===== config.mk =====
export PLATFORM = sky130hd
export DESIGN_NAME = tick_serializer
export DESIGN_NICKNAME = d
export VERILOG_FILES = /design/src/rtl/tick_ser_pkg.sv /design/src/rtl/tick_ser_shreg.sv /design/src/rtl/tick_serializer.sv
export SDC_FILE = /design/constraint.sdc
export NUM_CORES = 1
export LEC_CHECK = 0
export CAP_MARGIN = 25
export CELL_PAD_IN_SITES_DETAIL_PLACEMENT = 0
export CELL_PAD_IN_SITES_GLOBAL_PLACEMENT = 1
export CORE_MARGIN = 1.5
export CORE_UTILIZATION = 38
export CTS_BUF_LIST = sky130_fd_sc_hd__clkbuf_16
export DETAILED_ROUTE_END_ITERATION = 8
export GPL_TIMING_DRIVEN = 0
export PLACE_DENSITY_LB_ADDON = 0.1
export SLEW_MARGIN = 40
export SYNTH_ARGS = -nofsm -noshare
export SYNTH_HDL_FRONTEND = slang
export SYNTH_SLANG_ARGS = --single-unit

===== constraint.sdc =====
create_clock -name clk -period 1.8 [get_ports clk]
set_input_delay 0.36 -clock clk [delete_from_list [all_inputs] [get_ports clk]]
set_output_delay 0.36 -clock clk [all_outputs]
set_load 0.005 [all_outputs]

===== src/rtl/tick_ser_pkg.sv =====
// Shared types and line levels for the tick-paced serializer.
// Optional macro TICK_SER_PARITY_EN adds the even-parity bit state.
package tick_ser_pkg;

  typedef enum logic [2:0] {
    S_IDLE,
    S_START,
    S_DATA,
`ifdef TICK_SER_PARITY_EN
    S_PAR,
`endif
    S_STOP,
    S_END
  } state_e;

  localparam logic IDLE_LEVEL  = 1'b1;
  localparam logic START_LEVEL = 1'b0;

  // Bit index width, kept at least one bit so a 1-bit payload still builds.
  function automatic int idx_width(input int w);
    return (w > 1) ? $clog2(w) : 1;
  endfunction

endpackage


===== src/rtl/tick_ser_shreg.sv =====
// Payload shift register and bit index for tick_serializer (LSB first).
// Optional macro TICK_SER_PARITY_EN adds a parity bit captured at load.
module tick_ser_shreg
  import tick_ser_pkg::*;
#(
  parameter int DATA_W = 8
) (
  input  logic              clk,
  input  logic              rst_n,
  input  logic              load_i,
  input  logic              shift_i,
  input  logic [DATA_W-1:0] data_i,
`ifdef TICK_SER_PARITY_EN
  output logic              parity_o,
`endif
  output logic              bit_o,
  output logic              last_o
);

  localparam int IDX_W = idx_width(DATA_W);
  localparam logic [IDX_W-1:0] LAST_IDX = IDX_W'(DATA_W - 1);

  logic [DATA_W-1:0] data_q, data_d;
  logic [IDX_W-1:0]  idx_q, idx_d;

  always_comb begin
    data_d = data_q;
    idx_d  = idx_q;
    if (load_i) begin
      data_d = data_i;
      idx_d  = '0;
    end else if (shift_i) begin
      data_d = data_q >> 1;
      // Park at zero after the last bit instead of counting past DATA_W-1.
      idx_d  = last_o ? '0 : idx_q + IDX_W'(1);
    end
  end

  always_ff @(posedge clk) begin
    data_q <= data_d;
  end

  always_ff @(posedge clk or negedge rst_n) begin
    if (!rst_n) idx_q <= '0;
    else        idx_q <= idx_d;
  end

`ifdef TICK_SER_PARITY_EN
  logic parity_q;

  always_ff @(posedge clk) begin
    if (load_i) parity_q <= ^data_i;
  end

  assign parity_o = parity_q;
`endif

  assign bit_o  = data_q[0];
  assign last_o = (idx_q == LAST_IDX);

endmodule


===== src/rtl/tick_serializer.sv =====
// Frames a payload word as start/data/[parity]/stop bits, one bit per tick.
// Optional macro TICK_SER_PARITY_EN inserts an even-parity bit after the data.
module tick_serializer
  import tick_ser_pkg::*;
#(
  parameter int DATA_W = 8
) (
  input  logic              clk,
  input  logic              rst_n,
  input  logic              tick,
  input  logic [DATA_W-1:0] in_data,
  input  logic              in_valid,
  output logic              in_ready,
  output logic              ser_out,
  output logic              busy,
  output logic              done
);

  state_e state_q, state_d;
  logic   ser_q, ser_d;
  logic   done_q, done_d;
  logic   load, shift;
  logic   sh_bit, sh_last;
`ifdef TICK_SER_PARITY_EN
  logic   sh_par;
`endif

  tick_ser_shreg #(.DATA_W(DATA_W)) u_shreg (
    .clk      (clk),
    .rst_n    (rst_n),
    .load_i   (load),
    .shift_i  (shift),
    .data_i   (in_data),
`ifdef TICK_SER_PARITY_EN
    .parity_o (sh_par),
`endif
    .bit_o    (sh_bit),
    .last_o   (sh_last)
  );

  always_comb begin
    state_d = state_q;
    ser_d   = ser_q;
    done_d  = 1'b0;
    load    = 1'b0;
    shift   = 1'b0;
    case (state_q)
      // Acceptance ignores tick so the start bit always waits a full bit time.
      S_IDLE: begin
        if (in_valid) begin
          load    = 1'b1;
          state_d = S_START;
        end
      end
      S_START: begin
        if (tick) begin
          ser_d   = START_LEVEL;
          state_d = S_DATA;
        end
      end
      S_DATA: begin
        if (tick) begin
          ser_d = sh_bit;
          shift = 1'b1;
          if (sh_last) begin
`ifdef TICK_SER_PARITY_EN
            state_d = S_PAR;
`else
            state_d = S_STOP;
`endif
          end
        end
      end
`ifdef TICK_SER_PARITY_EN
      S_PAR: begin
        if (tick) begin
          ser_d   = sh_par;
          state_d = S_STOP;
        end
      end
`endif
      S_STOP: begin
        if (tick) begin
          ser_d   = IDLE_LEVEL;
          state_d = S_END;
        end
      end
      S_END: begin
        if (tick) begin
          done_d  = 1'b1;
          state_d = S_IDLE;
        end
      end
      default: state_d = S_IDLE;
    endcase
  end

  always_ff @(posedge clk or negedge rst_n) begin
    if (!rst_n) begin
      state_q <= S_IDLE;
      ser_q   <= IDLE_LEVEL;
      done_q  <= 1'b0;
    end else begin
      state_q <= state_d;
      ser_q   <= ser_d;
      done_q  <= done_d;
    end
  end

  assign in_ready = (state_q == S_IDLE);
  assign busy     = ~in_ready;
  assign ser_out  = ser_q;
  assign done     = done_q;

endmodule


* Yosys cells after proc, flatten, opt, wreduce, memory -nomap -nowiden *
Index checks and enable logic that the tools add are counted.

storage, ports and cells
  bits in registers = 16
  input bits = 12
  output and inout bits = 4

cells by class
  add/sub/neg operators = 1
  eq/ne operators = 11
  muxes and demuxes = 21
  bitwise gates (word level) = 1
  reduce and logical (&&, ||, !) cells = 5

operators by type and width
  kind                   count
  $mux W3                9
  $mux W8                2
  $pmux W3 S5            1
  $ne A2 B2 Y1 const B   5
  $mux W1                8
  $eq A3 B2 Y1 const B   2
  $eq A3 B3 Y1 const B   2
  $reduce_and A6 Y1      1
  $reduce_and A4 Y1      1
  $add A3 B1 Y3 const B  1
  $eq A3 B1 Y1 const B   1
  $logic_not A3 Y1       1
  $pmux W1 S3            1
  $reduce_bool A3 Y1     1
  $ne A2 B1 Y1 const B   1
  $reduce_bool A2 Y1     1
  $not A1 Y1             1

* Longest topological paths before layout *
Gate-level depths: netlist of run 1.

  word-level depth = 4
  depth in mapped cells = 5

* By module *
From an unflattened synthesis of run 1, not the netlist that was laid out.

unflattened totals
  cells, all modules = 57
  area, all modules = 739.5 sq um

modules (own cells, without submodules)
  module           times used  cells each  area each (sq um)  sequential area each (sq um)
  tick_ser_shreg   1           30          488.0              315.3
  tick_serializer  1           27          251.5              126.4

* Worst setup path after synthesis of run 1 *
No wires, ideal clock.

  kind = flip-flop to flip-flop
  start = reg state_q[0]
  end = reg u_shreg.data_q[0] (enable)
  library setup time = 0.324 ns
  arrival = 1.327 ns
  required time = 1.476 ns
  slack = 0.149 ns
  stages on the path, launching flop included = 5
  period minus slack after synthesis = 1.651 ns
  cell sequence = dfrtp_1 > buf_2 > nor4b_4 > nor2_1 > inv_1

between the ends
  cells in the longest elaborated chain, start to end = 3

RTL lines
  item                                              line                    RTL
  start, declared                                   tick_serializer.sv:19   state_e state_q, state_d;
  start signal, assigned                            tick_serializer.sv:104  state_q <= state_d;
  $eq A3 B2 Y1 or $logic_not A3 Y1 (tied branches)  tick_serializer.sv:47   case (state_q)
  $mux W1                                           tick_serializer.sv:47
  $reduce_bool A2 Y1 (no line) (*)                  --
  end signal, assigned                              tick_ser_shreg.sv:40    data_q <= data_d;
  end, declared                                     tick_ser_shreg.sv:23    logic [DATA_W-1:0] data_q, data_d;

Mark *: on every way between the ends. The rest lies on a longest branch, timed or not.
A chain may end at the register's enable or synchronous reset.

* Worst setup path in the final report of run 1 *
  start = reg state_q[2]
  end = out busy

between the ends
  cells in the longest elaborated chain, start to end = 2

RTL lines
  item              line                    RTL
  $logic_not A3 Y1  tick_serializer.sv:110  assign in_ready = (state_q == S_IDLE);
  $not A1 Y1        tick_serializer.sv:111  assign busy = ~in_ready;
  end, declared     tick_serializer.sv:15   output logic busy,

No other way between the ends.

==> impl_metrics.toml, run 1 <==
[clocking]
clk_latency_ps = 240
ctsHoldBuffers = 0
cts_buffers = 3
cts_buffer_depth = 2
cts.clk_slew.worst_paths_ps = 50
cts.sinks = 16
cts_tree = "yes"
htreeDepth = 1
cts_root_buffer = "clkbuf_16"

[sta]
hold_viol_final = 0
post-route-period-util = 0.974
finClkSkew_ps = 0.866
relSlewSlack = 0.739
hold_ws_ps = 409
setup_viol = 0
rsz0062_at_grt = "false"
fin_crit_ps = 1750
tightest_slew_ps = 390
maxSlewViolCount = 0
fmax_ghz = 0.570

[synth]
ys_async_sr_fraction = 0.500
synth.distinct_cells = 26
synth_edf_count = 8
synth_most_common_cell = "edfxtp_1"
yosysSeqAreaShare = 0.587
netlist_area_sq_um = 752
synth.top_cells.by_area = "edfxtp_1 32%, dfrtp_1 23%, mux2_2 10%"
synth_area_per_cell_sq_um = 13.2
ys_warn_count = 0
synth_common_cells = "8 x edfxtp_1, 7 x dfrtp_1, 7 x mux2_2, 7 x nor2_1"
yosysTopAreaCellShare = 0.319
synth_area_leader_cell = "edfxtp_1"
synthCells = 57
syn_nets = 71
ys.flop_type = "edfxtp_1"
ys_ff_latch = 16

[layout]
nets = 91
drive_gt1_frac = 0.250
n_fill_cell = 152
stdcell_count = 101
postLayoutCoreUtil = 0.574
design_area_sq_um = 1020
syn2layout_area_growth_pct = 36.1
num_antenna_cells = 0

[worst_setup_path]
critPathBufInv = 2
setup.worst_path.end_class = "primary output"
cp_top_family = "buffers and inverters"
crit_type = "reg -> out"
cpPeakStageDelay_ps = 380
worstPathArrival_ps = 1390
crit_path_start_kind = "flop"
critPathSlowestCell = "or3_4"
cp_max_fo = 10
crit_required_ps = 1440
cp_cell_sequence = "buf_6 > or3_4 > dlygate4sd2_1"

[global_route]
antenna_found_initial = 0
grt_pass1_vias = 454
grt_max_degree = 11
globalRouteOverflowTotal = 0
grt_util_all_layers = 0.133
grt_first_pass_wirelength_mm = 2.02

[floorplanning]
row_count = 15
start_util = 0.422
ios = 16
placeableCoreArea_sq_um = 1780
die_area_sq_um = 2250
die_h_um = 47.5
die_w_um = 47.5

[route]
avgRoutedWirePerCell_um = 11.6
vias = 475
drc = 0
ant_nets = 0
drtIter0Drc = 7
drt_pass1_iterations = 2
routed_wl_mm = 1.17
avgViaCountPerCell = 4.70

[placement]
dpl.cell_count = 97
placed_area_sq_um = 933
hpwl_um = 805
gp_congestion = 0.704
numPortBuffers = 15

[flow_run]
maxCapViolCount = 0

[power_and_ir_drop]
power.density_nw_per_um2 = 1560
finalPower_mw = 1.60
ir_worst_vdd_v = 0.000657
power_leakage_nw = 0.422

[hold_path]
hold_class = "in -> async"

[status]
status = "finished, final reports clean"
==> cell families (layout without fill, tap and decap cells) <==
family | after synthesis | count (layout) | share of synthesized area
AOI/OAI and AO/OA | 7 | 7 | 0.0699
xor gates and xnor gates | 1 | 1 | 0.0116
adders and majority gates | 2 | 2 | 0.0333
buffers and inverters | 6 | 25 | 0.0416
DFF | 16 | 16 | 0.587
muxes | 8 | 8 | 0.118
and+or+nand+nor | 17 | 17 | 0.138
==> final timing paths <==
| path | from | end | slack [ps] | cells after the start |
|---|---|---|---|---|
| hold / removal | rst_n | state_q[2]$_DFFE_PN0P_ | 410 | 1 |
| setup reg to reg | state_q[2]$_DFFE_PN0P_ | u_shreg.data_q[2]$_DFFE_PP_ | 170 | 4 |
| setup / recovery | state_q[2]$_DFFE_PN0P_ | busy | 50 | 3 |
| max in group asynchronous | rst_n | ser_out$_DFFE_PN1P_ | 1080 | 1 |
| min in group clk | ser_out$_DFFE_PN1P_ | ser_out$_DFFE_PN1P_ | 490 | 2 |
| hold reg to reg | ser_out$_DFFE_PN1P_ | ser_out$_DFFE_PN1P_ | 490 | 2 |
==> report_power, final <==
part / switching [mW] / internal, mW / total, mW
sequential: 0.0984 / 0.573 / 0.672
clock: 0.129 / 0.294 / 0.423
combinational: 0.213 / 0.288 / 0.501
total: 0.440 / 1.15 / 1.60
==> cell type report <==
type / count / area (sq um) / share of cell area
inverter: 3 / 11.3 / 0.0110
sequential: 16 / 443 / 0.433
tap: 25 / 31.3 / 0.0306
multi-input combinational: 35 / 284 / 0.278
clock inverter: 1 / 3.75 / 0.00367
clock buffer: 3 / 75.1 / 0.0733
buffer: 1 / 11.3 / 0.0110
timing repair buffer: 17 / 164 / 0.160
==> routing by layer <==
metal,wire [um],up-vias,global-route usage
met2,554,9,0.195
met4,4,0,0.0667
met5,0,-,0
li1,-,244,-
met1,555,220,0.182
met3,57,2,0.0340
==> per-stage QoR <==
stage          worst slack, ps  setup TNS (ps)
6_report                  46.8               0
5_1_grt                   7.12               0
4_1_cts                   15.9               0
3_5_place_dp              -425           -5660
3_3_place_gp              -414           -5450
2_1_floorplan              149               0
==> sequential cells by signal (all words and copies together), names as in the netlist <==
register and count:
ser_out 1, u_shreg.data_q 8, state_q 3, u_shreg.idx_q 3, done 1
==> repair_timing <==
action	CTS	global route
setup buffers	2	0
setup endpoints to repair	17	10
resized for setup	2	4
==> cells in the final DEF, fill, tap and decap left out, drive strengths merged, types with 2 or more instances in the layout <==
cell           count
a22o               2
buf                3
clkbuf             3
clkdlybuf4s50     13
dfrtp              7
edfxtp             8
ha                 2
inv                3
mux2               7
nand2              3
nor2               7
(Power assumes the default switching activity.)
==> run 2, diff against run 1 <==
RECOVER_POWER = 50   (was default)
==> run 2 against run 1 <==
Design area is the same. Die area is the same. Worst setup slack is essentially flat. Combinational power is essentially flat. Global-route usage is the same. Final cell count is the same. Critical endpoint unchanged. Largest power group unchanged.
==> impl_metrics.toml, run 2 (synthesized netlist as in run 1, its figures left out) <==
[sta]
relSlewSlack = 0.735
rsz0062_at_grt = "false"
setup_viol = 0
hold_ws_ps = 480
maxSlewViolCount = 0
finClkSkew_ps = 0.818
tightest_slew_ps = 396
hold_viol_final = 0
setup_slack_ps = 46.7
fin_crit_ps = 1750
fmax_ghz = 0.570
post-route-period-util = 0.974
tns_ps = 0

[clocking]
clk_latency_ps = 240
htreeDepth = 1
cts_root_buffer = "clkbuf_16"
ctsHoldBuffers = 0
cts_buffer_depth = 2
cts_tree = "yes"
cts.sinks = 16
cts_buffers = 3
cts.clk_slew.worst_paths_ps = 50

[worst_setup_path]
crit_type = "reg -> out"
worstPathArrival_ps = 1390
cp_max_fo = 10
setup.worst_path.end_class = "primary output"
crit_required_ps = 1440
crit_path_start_kind = "flop"

[route]
vias = 483
drtIter0Drc = 5
ant_nets = 0
avgRoutedWirePerCell_um = 11.7
highest_layer = "met4"
routed-wl-met3_um = 63
wl_met1_um = 556
met2_wirelength_um = 545
drc = 0
drt_pass1_iterations = 2
avgViaCountPerCell = 4.78
routed_wl_mm = 1.18

[layout]
syn2layout_area_growth_pct = 36.1
nets = 91
final_cell_mix = "10 x clkdlybuf4s50_1, 8 x edfxtp_1, 7 x mux2_2, 7 x nor2_1, 6 x dfrtp_1"
drive_gt1_frac = 0.237
num_antenna_cells = 0
postLayoutCoreUtil = 0.574
largest_reg_flops = 8
stdcell_count = 101
design_area_sq_um = 1020
mostFrequentLayoutCell = "clkdlybuf4s50_1"
largestRegisters = "u_shreg.data_q: 8 flops, state_q: 3 flops, u_shreg.idx_q: 3 flops"
top_register = "u_shreg.data_q"

[status]
status = "finished, final reports clean"

[placement]
dpl.cell_count = 97
placed_area_sq_um = 933
dp_slack_ps = -425
numPortBuffers = 15
gp_congestion = 0.704
hpwl_um = 805

[floorplanning]
die_area_sq_um = 2250
start_util = 0.422
ios = 16
die_h_um = 47.5
row_count = 15
die_w_um = 47.5
placeableCoreArea_sq_um = 1780

[global_route]
grt_max_degree = 11
antenna_found_initial = 0
grt_first_pass_wirelength_mm = 2.02
grt_util_all_layers = 0.133
grt_pass1_vias = 454
globalRouteOverflowTotal = 0

[power_and_ir_drop]
finalPower_mw = 1.59
power.density_nw_per_um2 = 1560
ir_worst_vdd_v = 0.000657
power_leakage_nw = 0.429

[hold_path]
hold_class = "in -> async"

[flow_run]
maxCapViolCount = 0
==> run 2: critical path: stages, from the launching register on <==
cell and delay, ps:
dfrtp_1 370, buf_6 140, or3_4 380, dlygate4sd2_1 270
==> run 2: path summary, 6_finish.rpt <==
| check | cells past startpoint | startpoint | slack, ps | to |
|---|---|---|---|---|
| setup / recovery | 3 | state_q[2]$_DFFE_PN0P_ | 50 | busy |
| hold / removal | 1 | rst_n | 480 | state_q[2]$_DFFE_PN0P_ |
| setup reg to reg | 4 | state_q[2]$_DFFE_PN0P_ | 170 | u_shreg.data_q[2]$_DFFE_PP_ |
| hold reg to reg | 2 | ser_out$_DFFE_PN1P_ | 490 | ser_out$_DFFE_PN1P_ |
| max in group asynchronous | 1 | rst_n | 1010 | ser_out$_DFFE_PN1P_ |
| min in group clk | 2 | ser_out$_DFFE_PN1P_ | 490 | ser_out$_DFFE_PN1P_ |
==> run 2: what timing repair did <==
action | 4_1_cts | 5_1_grt
buffers inserted | 2 | 0
pin swaps | 0 | 0
setup endpoints to repair | 17 | 10
gates resized for setup | 2 | 4
==> run 2: cell type report <==
type	count	area, sq um
sequential	16	443
timing repair buffer	17	164
multi-input combinational	35	284
buffer	1	11.3
fill	152	759
clock inverter	1	3.75
clock buffer	3	75.1
tap	25	31.3
inverter	3	11.3
==> run 2: where the power goes <==
group          internal (mW)  switching, mW
Sequential             0.573         0.0994
Clock                  0.294          0.129
Combinational          0.285          0.214
Total                   1.15          0.442
==> run 2: routing by layer <==
layer / up-vias / track usage
met2: 12 / 0.195
met1: 222 / 0.182
met5: - / 0
li1: 245 / -
met4: 0 / 0.0667
met3: 4 / 0.0340
==> run 3, diff against run 2 <==
ABC_CLOCK_PERIOD_IN_PS = 1800   (was default)
==> results of run 3 <==
Final layout, timing and power as in run 2 (identical DEF).
